===== src/rtl/dcache_axi_master_if.sv =====
// AXI4 master-side bus of the D$ bridge: AR/R for line refills, AW/W/B for write-through.
// Member names carry the direction suffix as seen from the bridge.
interface dcache_axi_master_if;
    logic [31:0] araddr_o;
    logic [7:0]  arlen_o;
    logic        arvalid_o;
    logic        arready_i;
    logic [31:0] rdata_i;
    logic        rlast_i;
    logic        rvalid_i;
    logic        rready_o;
    logic [31:0] awaddr_o;
    logic        awvalid_o;
    logic        awready_i;
    logic [31:0] wdata_o;
    logic [3:0]  wstrb_o;
    logic        wvalid_o;
    logic        wready_i;
    logic        bvalid_i;
    logic        bready_o;

    modport master (
        output araddr_o, arlen_o, arvalid_o, rready_o,
        output awaddr_o, awvalid_o, wdata_o, wstrb_o, wvalid_o, bready_o,
        input  arready_i, rdata_i, rlast_i, rvalid_i, awready_i, wready_i, bvalid_i
    );

    modport slave (
        input  araddr_o, arlen_o, arvalid_o, rready_o,
        input  awaddr_o, awvalid_o, wdata_o, wstrb_o, wvalid_o, bready_o,
        output arready_i, rdata_i, rlast_i, rvalid_i, awready_i, wready_i, bvalid_i
    );
endinterface


===== src/rtl/dcache_axi_master.sv =====
// D$-to-AXI4 bridge: one request becomes either a BURST_LEN-beat line refill or a
// single-beat write-through; refill beats are forwarded to the D$ with no added latency.
module dcache_axi_master #(
    parameter int unsigned BURST_LEN = 4
) (
    input  logic                clk_i,
    input  logic                rst_i,
    input  logic                D_req_i,
    input  logic [3:0]          D_write_i,
    input  logic [31:0]         D_addr_i,
    input  logic [31:0]         D_in_i,
    output logic                D_wait_o,
    output logic                D_out_valid_o,
    output logic [31:0]         D_out_o,
    dcache_axi_master_if.master axi
);
    localparam int unsigned CW = (BURST_LEN > 1) ? $clog2(BURST_LEN) : 1;

    typedef enum logic [2:0] {IDLE, AR, R, AW_W, B} state_e;

    state_e        state_q, state_d;
    logic [31:0]   addr_q, addr_d;
    logic [31:0]   data_q, data_d;
    logic [3:0]    strb_q, strb_d;
    logic [CW-1:0] beat_cnt_q, beat_cnt_d;
    logic          aw_done_q, aw_done_d;
    logic          w_done_q, w_done_d;
    logic          wait_q;
    logic          r_fire, aw_fire, w_fire;

    assign axi.arlen_o  = 8'(BURST_LEN - 1);
    assign axi.araddr_o = {addr_q[31:4], 4'h0};
    assign axi.awaddr_o = addr_q;
    assign axi.wdata_o  = data_q;
    assign axi.wstrb_o  = strb_q;
    assign D_wait_o     = wait_q;

    always_comb begin
        state_d       = state_q;
        addr_d        = addr_q;
        data_d        = data_q;
        strb_d        = strb_q;
        beat_cnt_d    = beat_cnt_q;
        aw_done_d     = aw_done_q;
        w_done_d      = w_done_q;
        axi.arvalid_o = (state_q == AR);
        axi.rready_o  = (state_q == R);
        axi.awvalid_o = (state_q == AW_W) && !aw_done_q;
        axi.wvalid_o  = (state_q == AW_W) && !w_done_q;
        axi.bready_o  = (state_q == B);
        r_fire        = (state_q == R) && axi.rvalid_i;
        aw_fire       = (state_q == AW_W) && !aw_done_q && axi.awready_i;
        w_fire        = (state_q == AW_W) && !w_done_q && axi.wready_i;
        D_out_valid_o = r_fire;
        D_out_o       = r_fire ? axi.rdata_i : '0;

        case (state_q)
            IDLE: begin
                if (D_req_i) begin
                    addr_d     = D_addr_i;
                    data_d     = D_in_i;
                    strb_d     = D_write_i;
                    beat_cnt_d = '0;
                    aw_done_d  = 1'b0;
                    w_done_d   = 1'b0;
                    state_d    = (D_write_i == 4'b0000) ? AR : AW_W;
                end
            end
            AR: begin
                if (axi.arready_i) state_d = R;
            end
            R: begin
                if (r_fire) begin
                    beat_cnt_d = beat_cnt_q + 1'b1;
                    if (axi.rlast_i) state_d = IDLE;
                end
            end
            AW_W: begin
                // Each channel retires independently; same-cycle completion of the
                // second one is folded in through the _d values.
                aw_done_d = aw_done_q | aw_fire;
                w_done_d  = w_done_q | w_fire;
                if (aw_done_d && w_done_d) begin
                    aw_done_d = 1'b0;
                    w_done_d  = 1'b0;
                    state_d   = B;
                end
            end
            B: begin
                if (axi.bvalid_i) state_d = IDLE;
            end
            default: state_d = IDLE;
        endcase
    end

    always_ff @(posedge clk_i or posedge rst_i) begin
        if (rst_i) begin
            state_q    <= IDLE;
            addr_q     <= '0;
            data_q     <= '0;
            strb_q     <= '0;
            beat_cnt_q <= '0;
            aw_done_q  <= 1'b0;
            w_done_q   <= 1'b0;
            wait_q     <= 1'b0;
        end else begin
            state_q    <= state_d;
            addr_q     <= addr_d;
            data_q     <= data_d;
            strb_q     <= strb_d;
            beat_cnt_q <= beat_cnt_d;
            aw_done_q  <= aw_done_d;
            w_done_q   <= w_done_d;
            wait_q     <= (state_d != IDLE);
        end
    end

    // A missing or premature rlast means the interconnect broke the burst length.
    always_ff @(posedge clk_i) begin
        if (!rst_i && r_fire && axi.rlast_i)
            assert (beat_cnt_q == CW'(BURST_LEN - 1));
    end
endmodule


===== src/flat_wrapper.sv =====
// flat-port wrapper written by rule: the top's interface ports become plain ports
module dcache_axi_master_flat 
#(
    parameter int unsigned BURST_LEN = 4
)
  (clk_i, rst_i, D_req_i, D_write_i, D_addr_i, D_in_i, D_wait_o, D_out_valid_o, D_out_o, axi_araddr_o, axi_arlen_o, axi_arvalid_o, axi_rready_o, axi_awaddr_o, axi_awvalid_o, axi_wdata_o, axi_wstrb_o, axi_wvalid_o, axi_bready_o, axi_arready_i, axi_rdata_i, axi_rlast_i, axi_rvalid_i, axi_awready_i, axi_wready_i, axi_bvalid_i);
  dcache_axi_master_if axi_i ();
  input  logic clk_i;
  input  logic rst_i;
  input  logic D_req_i;
  input  logic [3:0] D_write_i;
  input  logic [31:0] D_addr_i;
  input  logic [31:0] D_in_i;
  output logic D_wait_o;
  output logic D_out_valid_o;
  output logic [31:0] D_out_o;
  output wire logic [$bits(axi_i.araddr_o)-1:0] axi_araddr_o;
  output wire logic [$bits(axi_i.arlen_o)-1:0] axi_arlen_o;
  output wire logic [$bits(axi_i.arvalid_o)-1:0] axi_arvalid_o;
  output wire logic [$bits(axi_i.rready_o)-1:0] axi_rready_o;
  output wire logic [$bits(axi_i.awaddr_o)-1:0] axi_awaddr_o;
  output wire logic [$bits(axi_i.awvalid_o)-1:0] axi_awvalid_o;
  output wire logic [$bits(axi_i.wdata_o)-1:0] axi_wdata_o;
  output wire logic [$bits(axi_i.wstrb_o)-1:0] axi_wstrb_o;
  output wire logic [$bits(axi_i.wvalid_o)-1:0] axi_wvalid_o;
  output wire logic [$bits(axi_i.bready_o)-1:0] axi_bready_o;
  input wire logic [$bits(axi_i.arready_i)-1:0] axi_arready_i;
  input wire logic [$bits(axi_i.rdata_i)-1:0] axi_rdata_i;
  input wire logic [$bits(axi_i.rlast_i)-1:0] axi_rlast_i;
  input wire logic [$bits(axi_i.rvalid_i)-1:0] axi_rvalid_i;
  input wire logic [$bits(axi_i.awready_i)-1:0] axi_awready_i;
  input wire logic [$bits(axi_i.wready_i)-1:0] axi_wready_i;
  input wire logic [$bits(axi_i.bvalid_i)-1:0] axi_bvalid_i;
  assign axi_araddr_o = axi_i.araddr_o;
  assign axi_arlen_o = axi_i.arlen_o;
  assign axi_arvalid_o = axi_i.arvalid_o;
  assign axi_rready_o = axi_i.rready_o;
  assign axi_awaddr_o = axi_i.awaddr_o;
  assign axi_awvalid_o = axi_i.awvalid_o;
  assign axi_wdata_o = axi_i.wdata_o;
  assign axi_wstrb_o = axi_i.wstrb_o;
  assign axi_wvalid_o = axi_i.wvalid_o;
  assign axi_bready_o = axi_i.bready_o;
  assign axi_i.arready_i = axi_arready_i;
  assign axi_i.rdata_i = axi_rdata_i;
  assign axi_i.rlast_i = axi_rlast_i;
  assign axi_i.rvalid_i = axi_rvalid_i;
  assign axi_i.awready_i = axi_awready_i;
  assign axi_i.wready_i = axi_wready_i;
  assign axi_i.bvalid_i = axi_bvalid_i;
  dcache_axi_master #(.BURST_LEN(BURST_LEN)) u_core (.clk_i(clk_i), .rst_i(rst_i), .D_req_i(D_req_i), .D_write_i(D_write_i), .D_addr_i(D_addr_i), .D_in_i(D_in_i), .D_wait_o(D_wait_o), .D_out_valid_o(D_out_valid_o), .D_out_o(D_out_o), .axi(axi_i));
endmodule

===== config.mk =====
export PLATFORM = sky130hd
export DESIGN_NAME = dcache_axi_master_flat
export DESIGN_NICKNAME = d
export VERILOG_FILES = /design/src/rtl/dcache_axi_master_if.sv /design/src/rtl/dcache_axi_master.sv /design/src/flat_wrapper.sv
export SDC_FILE = /design/constraint.sdc
export NUM_CORES = 1
export LEC_CHECK = 0
export ABC_AREA = 1
export CAP_MARGIN = 10
export CORE_ASPECT_RATIO = 2
export CORE_UTILIZATION = 25
export CTS_CLUSTER_DIAMETER = 80
export DETAILED_ROUTE_END_ITERATION = 12
export PLACE_DENSITY_LB_ADDON = 0.25
export SYNTH_ARGS = -nofsm -noshare
export SYNTH_HDL_FRONTEND = slang
export SYNTH_SLANG_ARGS = --single-unit

===== constraint.sdc =====
create_clock -name clk_i -period 3 [get_ports clk_i]
set_input_delay 0.6 -clock clk_i [delete_from_list [all_inputs] [get_ports clk_i]]
set_output_delay 0.6 -clock clk_i [all_outputs]
set_load 0.03 [all_outputs]

# Word-level counts from Yosys, hierarchy flattened
# Index checks and enable logic that the tools add are counted.
[op_classes]
bitwise = 2
reduce_logical = 14
n_eq_ne = 5
mux = 14
[ops]
columns = ["operator", "n"]
rows = [
  ["$mux W32", 1],
  ["$mux W3", 6],
  ["$pmux W3 S5", 1],
  ["$eq A3 B2 Y1 const B", 2],
  ["$logic_and A1 B1 Y1", 6],
  ["$logic_not A4 Y1", 1],
  ["$pmux W1 S2", 2],
  ["$reduce_and A2 Y1", 2],
  ["$eq A3 B1 Y1 const B", 1],
  ["$eq A3 B3 Y1 const B", 1],
  ["$logic_not A3 Y1", 1],
  ["$mux W1", 3],
  ["$reduce_bool A3 Y1", 1],
  ["$logic_not A1 Y1", 2],
  ["$mux W2", 1],
  ["$ne A2 B2 Y1 const B", 1],
  ["$or A1 B1 Y1", 2],
  ["$reduce_bool A2 Y1", 1],
]
[totals]
out_inout_bits = 147
wordCells = 42
in_bits = 109
register_bits = 74

# Depth between registers and ports, before layout
[depth]
ltp_word = 8
mapped_depth = 9
ltp_nobuf = 9

# Worst setup path after synthesis
# OpenSTA, ideal clock, no wires.
[synth_timing]
path_kind = "flip-flop to output port"
from = "reg u_core.state_q[0]"
to = "out D_out_o[22]"
required_time_ps = 2400
setup_slack_ps = 627
path_stages_with_launch = 5
arrival_time_ps = 1773
path_buffers = 1
path_cell_list = "dfrtp_1 > nor3_2 > nand2_1 > buf_2 > nor2_1"
[synth_via]
elab_chain_cells = 3
[synth_rtl]
columns = ["element", "line_no", "text"]
rows = [
  ["from (decl)", "dcache_axi_master.sv:21", "state_e state_q, state_d;"],
  ["from (signal assigned)", "dcache_axi_master.sv:107", "state_q <= state_d;"],
  ["$eq A3 B2 Y1", "-", ""],
  ["named net axi_rready_o", "flat_wrapper.sv:20", "output wire logic [$bits(axi_i.rready_o)-1:0] axi_rready_o;"],
  ["$logic_and A1 B1 Y1", "dcache_axi_master.sv:51", "r_fire = (state_q == R) && axi.rvalid_i;"],
  ["$mux W32", "dcache_axi_master.sv:55", "D_out_o = r_fire ? axi.rdata_i : '0;"],
  ["to (decl)", "flat_wrapper.sv:16", "output logic [31:0] D_out_o;"],
]
# The timed path passes the listed nets, and every way through them passes these cells.

# Final worst setup path
[layout_timing]
from = "reg u_core.state_q[0]"
to = "out axi_wvalid_o"
[layout_via]
elab_chain_cells = 2
[layout_rtl]
columns = ["element", "line_no", "text"]
rows = [
  ["$eq A3 B2 Y1", "dcache_axi_master.sv:49", "axi.wvalid_o = (state_q == AW_W) && !w_done_q;"],
  ["$logic_and A1 B1 Y1", "dcache_axi_master.sv:49", ""],
  ["to (decl)", "flat_wrapper.sv:25", "output wire logic [$bits(axi_i.wvalid_o)-1:0] axi_wvalid_o;"],
]
# Every way passes these cells.

==> results.py <==
metrics = {
    "status": {
        "status": "complete, no violations",
    },
    "synthesis": {
        "yosysMostFrequentCell": "nand2_1",
        "syn_area_per_cell_um2": 7.843,
        "yosysUniqueCellTypes": 19,
        "synth_fa_ha_area_share_pct": 0,
        "synth-edff-count": 0,
        "synth-simple-area-share_pct": 29.57,
        "ys_warn_count": 0,
        "synth_top_area_cell": "dfrtp_1",
        "synthMuxAreaShare_pct": 0,
        "synth_top_family_by_area": "simple AND/OR/NAND/NOR gates",
        "seq_area_frac_synth_pct": 52.35,
        "synth_compound_area_share_pct": 0.7782,
        "ys.flop_type": "dfrtp_1",
        "synth_top_area_share_pct": 52.35,
        "synth-xor-area-share_pct": 0,
        "async_flop_share_pct": 100.0,
        "netlist_instances": 451,
        "ys_top_cells_by_count": "nand2_1, dfrtp_1, inv_1",
        "syn-cell-area_um2": 3537,
        "ys_ff_latch": 74,
        "synth_area_leaders": "dfrtp_1, nand2_1, buf_4",
    },
    "power_and_ir_drop": {
        "clock_power_share_pct": 15.7,
        "internal-power_w": 0.003639,
        "comb_power_share_pct": 57.9,
        "p_sw_w": 0.003111,
        "ir_drop_mv": 0.4787,
        "share_seq_of_total_power_pct": 26.4,
        "leakagePower_nw": 3.071,
        "switching_share_pct": 46.10,
        "p_per_area_nw_per_um2": 1107,
    },
    "global_routing": {
        "grt_pass1_wl_um": 16920,
        "grt.total_usage_pct": 15.23,
        "first_global_vias": 3374,
        "grt_start_max_net_pins": 74,
        "antenna_found_initial": 0,
        "gr-total-overflow": 0,
    },
    "setup_path": {
        "critPathLaunchType": "flip-flop",
        "r2r-end": "u_core.aw_done_q$_DFFE_PP0P_",
        "path_cells": "inv_2, nor3_2, inv_2, nor2_2, clkdlybuf4s50_1",
        "crit_fanout": 7,
        "slowest_stage": "clkdlybuf4s50_1",
        "r2r_cells": 6,
        "slowest_delay_ps": 680,
        "crit_top_cell": "inv_2",
        "crit_arrival_ps": 2010,
        "r2r-start": "u_core.state_q[0]$_DFF_PP0_",
        "crit_path_end": "axi_wvalid_o",
        "end_kind": "output port",
        "path_class": "flip-flop to output port",
        "worst-r2r-setup-slack_ps": 1230,
        "startpoint": "u_core.state_q[0]$_DFF_PP0_",
        "cp_data_required_time_ps": 2400,
    },
    "place": {
        "dp_hpwl_um": 8569,
        "portBuffers": 243,
        "place_area_um2": 5801,
        "gp_congestion": 0.7740,
    },
    "worst_hold_path": {
        "worstHoldPathType": "flip-flop to flip-flop",
    },
    "floorplanning": {
        "num_io_pins": 256,
        "dieHeight_um": 170.2,
        "dieArea_um2": 14660,
        "chipWidth_um": 86.11,
        "initial_utilization_pct": 25.46,
        "coreArea_um2": 13890,
        "rows": 61,
    },
    "timing": {
        "hold_viol": 0,
        "fin_crit_sh_pct": 86.94,
        "rsz0062_at_grt": "no",
        "tns_ps": 0,
        "tightest_slew_ps": 757.6,
        "final-setup-viol-count": 0,
        "fin_crit_ps": 2608,
        "max_freq_ghz": 0.3834,
        "clock_skew_ps": 10.13,
        "relSlewSlack_pct": 49.49,
        "slew_viol_final": 0,
    },
    "clock_network": {
        "cts_buffers": 9,
        "post-cts-setup-buffers": 0,
        "cts.reportedPaths.clkPinSlew_ps": 60,
        "cts_hold_buf": 0,
        "ctsHtreeMaxLevel": 3,
        "cts_tree": "done",
        "clk_path_buf_depth": 2,
        "clk_latency_ps": 330,
        "cts_sinks": 74,
        "root_buffer": "clkbuf_16",
        "cts_resized": 0,
    },
    "detailed_routing": {
        "totalWireLength_um": 11150,
        "routed_via_density": 4.078,
        "drtIter0Drc": 105,
        "drc": 0,
        "via_count": 3491,
        "ant_nets": 0,
        "firstDrtPassIters": 4,
        "avgRoutedWirePerCell_um": 13.03,
    },
    "layout": {
        "fill_cells": 1412,
        "drive_gt1_share_pct": 9.445,
        "layout-area-overhead-vs-synth_pct": 72.34,
        "final_nets": 771,
        "finish.instance_area_um2": 6096,
        "num_antenna_cells": 0,
    },
    "job": {
        "maxCapViolCount": 0,
    },
}
==> layout make-up <==
class	instances	area [µm²]	area share [%]
Timing Repair Buffer	247	2417	39.66
Sequential cell	74	1852	30.38
Multi-Input combinational cell	284	1119	18.35
Tap cell	189	236.5	3.879
Clock buffer	11	232.7	3.818
Inverter	46	176.4	2.894
Clock inverter	5	62.56	1.026
==> sequential cells by signal (all words and copies together) (netlist names) <==
signal / count
u_core.aw_done_q: 1
u_core.axi.wdata_o: 32
u_core.state_q: 3
u_core.D_wait_o: 1
u_core.axi.wstrb_o: 4
u_core.w_done_q: 1
u_core.axi.awaddr_o: 32
==> kinds of logic (layout without fill, tap and decap cells) <==
logic type / after synthesis / after routing
AO/OA/AOI/OAI: 5 / 5
buffers and inverters: 103 / 309
flip-flops: 74 / 74
other: 2 / 12
AND/OR/NAND/NOR: 267 / 267
==> worst max-delay path, delay by kind of cell (launching register included) <==
family                 cells  cell delay, ps
AND/OR/NAND/NOR            2             350
flip-flops                 1             470
buffers and inverters      3             870
==> power groups by stage <==
stage	sequential, W	clock (W)	combinational, W
2_1_floorplan	0.00259	0	0.00166
3_3_place_gp	0.00179	0	0.00392
3_5_place_dp	0.00180	0	0.00395
4_1_cts	0.00179	0.00110	0.00396
5_1_grt	0.00185	0.00115	0.00416
6_report	0.00178	0.00106	0.00391
==> routing by layer <==
layer  vias to the layer above  track usage, %  share of wire, %
li1                       1689               -                 -
met5                         -               0                 0
met4                         0           6.449               1.7
met2                       180           30.47                58
met1                      1612           13.70                32
met3                        10           4.122               8.2
==> how the worst min path moves through the flow <==
stage,from,end,slack [ps],cells past startpoint
2_1_floorplan,u_core.aw_done_q$_DFFE_PP0P_,u_core.aw_done_q$_DFFE_PP0P_,550,2
3_3_place_gp,u_core.axi.wdata_o[3]$_DFFE_PP0P_,u_core.axi.wdata_o[3]$_DFFE_PP0P_,450,2
3_5_place_dp,u_core.axi.awaddr_o[1]$_DFFE_PP0P_,u_core.axi.awaddr_o[1]$_DFFE_PP0P_,460,2
4_1_cts,u_core.axi.awaddr_o[1]$_DFFE_PP0P_,u_core.axi.awaddr_o[1]$_DFFE_PP0P_,470,2
5_1_grt,u_core.axi.awaddr_o[0]$_DFFE_PP0P_,u_core.axi.awaddr_o[0]$_DFFE_PP0P_,500,2
6_report,u_core.axi.awaddr_o[1]$_DFFE_PP0P_,u_core.axi.awaddr_o[1]$_DFFE_PP0P_,470,2
==> cell usage in the layout, fill, tap and decap left out, drive strengths merged <==
cell type	count
conb	12
bufinv	1
or2	1
clkdlybuf4s50	210
nand2	216
nand4	4
buf	37
nand3	4
nor2	39
dfrtp	74
o22ai	2
clkbuf	11
inv	46
nor3	3
clkinvlp	2
o21ai	3
clkinv	2
==> per-stage QoR <==
stage / instances / hold slack (ps) / setup slack [ps] / util (%) / power [W]
detailed placement: 840 / 460.3 / 640.6 / 41.76 / 0.005757
global route: 856 / 496.6 / 272.8 / 43.88 / 0.007157
floorplan: 461 / 548.7 / 518.4 / - / 0.004254
global placement: 840 / 452.6 / 617.0 / 41.76 / 0.005702
finish: 856 / 468.9 / 391.7 / 43.88 / 0.006750
CTS: 856 / 474.6 / 351.7 / 43.88 / 0.006852
(Power assumes the default switching activity.)
